$ cat src/rtl/sensor_ctrl.sv
// sensor_ctrl: receive side of the external sensor interface.
// Requests samples while enabled, stores up to DEPTH words in order and raises
// an interrupt once the buffer is full. The CPU reads words through a
// registered port and releases the buffer with sctrl_clear.
module sensor_ctrl #(
    parameter int unsigned DEPTH = 64,
    parameter int unsigned AW    = $clog2(DEPTH),
    parameter int unsigned DW    = 32
) (
    input  logic          clk,
    input  logic          rstn,
    input  logic          sctrl_en,
    input  logic          sctrl_clear,
    input  logic [AW-1:0] sctrl_addr,
    output logic [DW-1:0] sctrl_out,
    output logic          sctrl_int,
    output logic [AW:0]   sctrl_cnt,
    input  logic          sensor_ready,
    input  logic [DW-1:0] sensor_out,
    output logic          sensor_en
);

    localparam int unsigned CW = AW + 1;
    localparam logic [CW-1:0] LAST_IDX = CW'(DEPTH - 1);

    typedef enum logic [1:0] {
        ST_IDLE   = 2'd0,
        ST_SAMPLE = 2'd1,
        ST_FULL   = 2'd2
    } state_e;

    state_e        state_q, state_d;
    logic [CW-1:0] cnt_q, cnt_d;
    logic          int_q, int_d;
    logic          sensor_en_q, sensor_en_d;
    logic [DW-1:0] out_q;
    logic [DW-1:0] mem_q [DEPTH];

    logic          accept_c;
    logic          last_c;
    logic          wr_en_c;

    // A word is taken only when our own request was out and the buffer has room.
    assign accept_c = sensor_en_q & sensor_ready & (state_q != ST_FULL);
    assign last_c   = accept_c & (cnt_q == LAST_IDX);

    // State register.
    always_ff @(posedge clk or negedge rstn) begin
        if (!rstn) begin
            state_q <= ST_IDLE;
        end else begin
            state_q <= state_d;
        end
    end

    // Next state: clear wins, FULL holds until cleared, last accept enters FULL.
    always_comb begin
        state_d = state_q;
        if (sctrl_clear) begin
            state_d = ST_IDLE;
        end else begin
            case (state_q)
                ST_FULL: state_d = ST_FULL;
                default: begin
                    if (last_c) begin
                        state_d = ST_FULL;
                    end else if (sctrl_en) begin
                        state_d = ST_SAMPLE;
                    end else begin
                        state_d = ST_IDLE;
                    end
                end
            endcase
        end
    end

    // Output/datapath next values: clear drops any coincident accept.
    always_comb begin
        cnt_d       = cnt_q;
        int_d       = int_q;
        wr_en_c     = 1'b0;
        sensor_en_d = sctrl_en & ~sctrl_clear & (state_d != ST_FULL);
        if (sctrl_clear) begin
            cnt_d = '0;
            int_d = 1'b0;
        end else if (accept_c) begin
            wr_en_c = 1'b1;
            cnt_d   = cnt_q + CW'(1);
            if (state_d == ST_FULL) begin
                int_d = 1'b1;
            end
        end
    end

    // Control registers.
    always_ff @(posedge clk or negedge rstn) begin
        if (!rstn) begin
            cnt_q       <= '0;
            int_q       <= 1'b0;
            sensor_en_q <= 1'b0;
        end else begin
            cnt_q       <= cnt_d;
            int_q       <= int_d;
            sensor_en_q <= sensor_en_d;
        end
    end

    // Sample storage; contents survive reset and clear.
    always_ff @(posedge clk) begin
        if (wr_en_c) begin
            mem_q[cnt_q[AW-1:0]] <= sensor_out;
        end
    end

    // Registered read port; a same-edge write to the read index returns old data.
    always_ff @(posedge clk or negedge rstn) begin
        if (!rstn) begin
            out_q <= '0;
        end else begin
            out_q <= mem_q[sctrl_addr];
        end
    end

    assign sctrl_out = out_q;
    assign sctrl_int = int_q;
    assign sctrl_cnt = cnt_q;
    assign sensor_en = sensor_en_q;

endmodule

$ cat config.mk
export PLATFORM = sky130hd
export DESIGN_NAME = sensor_ctrl
export DESIGN_NICKNAME = d
export VERILOG_FILES = /design/src/rtl/sensor_ctrl.sv
export SDC_FILE = /design/constraint.sdc
export NUM_CORES = 2
export LEC_CHECK = 0
export BUFFER_PORTS_ARGS = -buffer_cell sky130_fd_sc_hd__buf_4
export CORE_MARGIN = 10
export CORE_UTILIZATION = 35
export CTS_CLUSTER_DIAMETER = 200
export CTS_CLUSTER_SIZE = 24
export DETAILED_ROUTE_END_ITERATION = 6
export PLACE_DENSITY_LB_ADDON = 0.25
export SLEW_MARGIN = 20
export SYNTH_ARGS = -nofsm -noshare
export SYNTH_HDL_FRONTEND = slang
export SYNTH_SLANG_ARGS = --single-unit
$ cat constraint.sdc
create_clock -name clk -period 5.5 [get_ports clk]
set_input_delay 0.55 -clock clk [delete_from_list [all_inputs] [get_ports clk]]
set_output_delay 0.55 -clock clk [all_outputs]
set_load 0.01 [all_outputs]
==> results_dict.tcl <==
set metrics [dict create \
    synth_edf_count 2048 \
    ios 84 \
    clock_sinks 2091 \
    start_util_pct 35.1 \
    final_cells 6625 \
    ys.warnings.count 0 \
    r2r_start "state_q[1]" \
    period_share_pct 60.2 \
    netlist_instances 3412 \
    synthFlopType "edfxtp_1" \
    p_leak_nw 25.9 \
    synth_seq_area_share_pct 79.4 \
    p_total_mw 27.5 \
    grt_pass1_wl_um 297000 \
    fin_crit_ps 3310 \
    clk_path_buf_depth 3 \
    grt_max_degree 70 \
    nFillCells 19900 \
    grt_util_met1_pct 24.2 \
    dieArea_mm2 0.244 \
    drc_errors 0 \
    wl_per_cell_um 31.7 \
    vias_per_cell 5.49 \
    core-area_mm2 0.224 \
    grt_util_met3_pct 1.58 \
    routabilityCongestion 0.806 \
    cp_max_fo 23 \
    seqCellArea_mm2 0.0626 \
    max_freq_mhz 302 \
    status "complete, no violations" \
    portBuffers 83 \
    slew_violations 0 \
    synth_seq_cells 2091 \
    syn_avg_cell_area_um2 23.1 \
    ys_types 43 \
    cts_root_buffer "clkbuf_16" \
    drv_cap 0 \
    crit_required_ps 5970 \
    ir_worst_vdd_uv 231 \
    top_usage_layer "met2" \
    slew_headroom_pct 25.6 \
    hp-class "in -> reg" \
    layout_commonest_cell "edfxtp_1" \
    cp-endpoint "mem_q[54][19]" \
    synthTopCellsByArea "edfxtp_1, mux4_2, dfrtp_1" \
    dp_hpwl_um 130000 \
    hold_viol 0 \
    routed_wl_um 210000 \
    multiInputGateArea_mm2 0.0157 \
    syn_nets 3456 \
    r2r_end "mem_q[54][19]" \
    dp_slack_ps 1610 \
    cts.reportedPaths.clkPinSlew_ps 90 \
    numCtsBuffers 97 \
    finalSetupViolCount 0 \
    critical_path_class "reg -> reg" \
    crit_path_max_incr_delay_ps 940 \
    drive_gt1_share_pct 25.5 \
    path_cells "nand2b_1, nand2_1, nor3_1, nand2_1, nor2_4, buf_4" \
    crit_top_cell "nand2_1" \
    die_x_um 494 \
    start_kind "flop" \
    final_cell_mix "edfxtp_1, mux4_2, buf_4" \
    synth_top_area_share_pct 78.1 \
    via_count 36400 \
    first_pass_iters 6 \
    fin_tns_setup_ps 0 \
    reg2reg_depth 6 \
    route.antenna.remaining_nets 0 \
    use_met2_pct 27.6 \
    synthArstFlopShare_pct 2.06 \
    h-tree-depth 3 \
    r2r_slack_ps 2190 \
    nets 3600 \
    grtUsageTotal_pct 16.9 \
    startpoint "state_q[1]" \
    clk_latency_ps 770 \
    cp-end-kind "flop" \
    powerDensity_mw_per_mm2 316 \
    drt_iter0_drc 3791 \
    cp_slowest_cell "nor2_4" \
    rsz0062_at_grt "no" \
    synthesis.area_mm2 0.0788 \
    antenna_found_initial 6 \
    cts_tree "done" \
    grt_overflow 0 \
    dp_cells 6446 \
    area_delta_synth_final_pct 10.3 \
    rows 174 \
    worstPathArrival_ps 3790 \
    grt_pass1_vias 36800 \
    clock-skew-final_ps 47.2 \
    yosysTopAreaCell "edfxtp_1" \
    die_h_um 494 \
    worst_slew_pin_slew_ps 1100 \
    setup_slack_ps 2190 \
]
## worst min-delay path by stage
stage | from | endpoint | slack, ps | cells past startpoint
2_1_floorplan | rstn | sctrl_cnt[0] | 250 | 0
3_3_place_gp | state_q[0] | state_q[1] | 600 | 2
3_5_place_dp | state_q[1] | state_q[1] | 590 | 2
4_1_cts | sctrl_en | state_q[0] | 130 | 2
5_1_grt | sctrl_en | state_q[0] | 160 | 2
6_report | sctrl_en | state_q[0] | 180 | 2
## stage by stage
step / area, um2 / hold WS [ps] / utilization [%]
4_1_cts: 86800 / 134 / 38.7
3_3_place_gp: 83900 / 601 / 37.4
5_1_grt: 86900 / 160 / 38.7
2_1_floorplan: 78800 / 254 / -
3_5_place_dp: 84000 / 588 / 37.4
6_report: 86900 / 180 / 38.7
## layout make-up
| type | count | share of cell area, % |
|---|---|---|
| clock inverters | 6 | 0.115 |
| flip-flops and latches | 2091 | 72.0 |
| well taps | 2992 | 4.31 |
| multi-input cells | 1133 | 18.1 |
| inverters | 2 | 0.00864 |
| repair buffers | 231 | 2.32 |
| clock buffers | 167 | 3.15 |
| diodes | 3 | 0.00864 |
## timing repair
item / 4_1_cts / 5_1_grt
buffers inserted: 0 / 0
endpoints found under the hold margin: 52 / 0
gates resized for setup: 0 / 0
hold buffers: 2 / 0
## flip-flops by register name, indices dropped and copies added (netlist names)
name	cells
sctrl_out	32
sctrl_int	1
sctrl_cnt	7
sensor_en	1
mem_q	2048
state_q	2
## where the power goes
group | switching [mW] | internal [mW] | leakage [nW]
logic | 1.01 | 0.543 | 5.62
registers | 0.0622 | 17.5 | 18.9
clock network | 4.90 | 3.44 | 1.34
## per-layer routing
metal	wire length (um)	vias to the layer above	part of all wire (%)
met2	103000	1117	49
met5	7	-	0.0033
met3	10100	186	4.8
met1	91100	20300	43
li1	-	14800	-
met4	5580	2	2.7
## cell usage after synthesis, types with 4 or more instances
| cell | n |
|---|---|
| nor2b_1 | 12 |
| buf_2 | 49 |
| o221ai_1 | 23 |
| a22oi_1 | 53 |
| a211oi_1 | 4 |
| nand2b_1 | 12 |
| clkbuf_1 | 62 |
| a31oi_1 | 8 |
| mux2i_1 | 24 |
| nand3_1 | 17 |
| mux2_2 | 7 |
| buf_1 | 12 |
| dfrtp_1 | 43 |
| and2_1 | 7 |
| nor2_1 | 114 |
| a2111oi_0 | 4 |
| edfxtp_1 | 2048 |
| a21oi_1 | 41 |
| o21ai_0 | 26 |
| o22ai_1 | 117 |
| buf_6 | 11 |
| nor4_1 | 19 |
| nor3_1 | 25 |
| o22a_1 | 19 |
| mux4_2 | 508 |
| or3_1 | 4 |
| nand4_1 | 7 |
| buf_4 | 52 |
| or2_2 | 5 |
| nand2_1 | 52 |
| or4_1 | 6 |
## cells by family after synthesis
group,Yosys count,share of synthesized area (%)
compound gates,304,2.58
xor+xnor,4,0.0445
simple gates,285,1.69
flops,2091,79.4
buf+inv,188,1.33
mux,539,14.9
fa+ha+maj,1,0.0159
## worst max-delay path, delay by kind of cell (launching register included)
kind	cells	cell delay (ps)
simple gates	5	2280
flops	1	370
buf+inv	1	340
No activity file was read; power rests on OpenSTA's default activity.
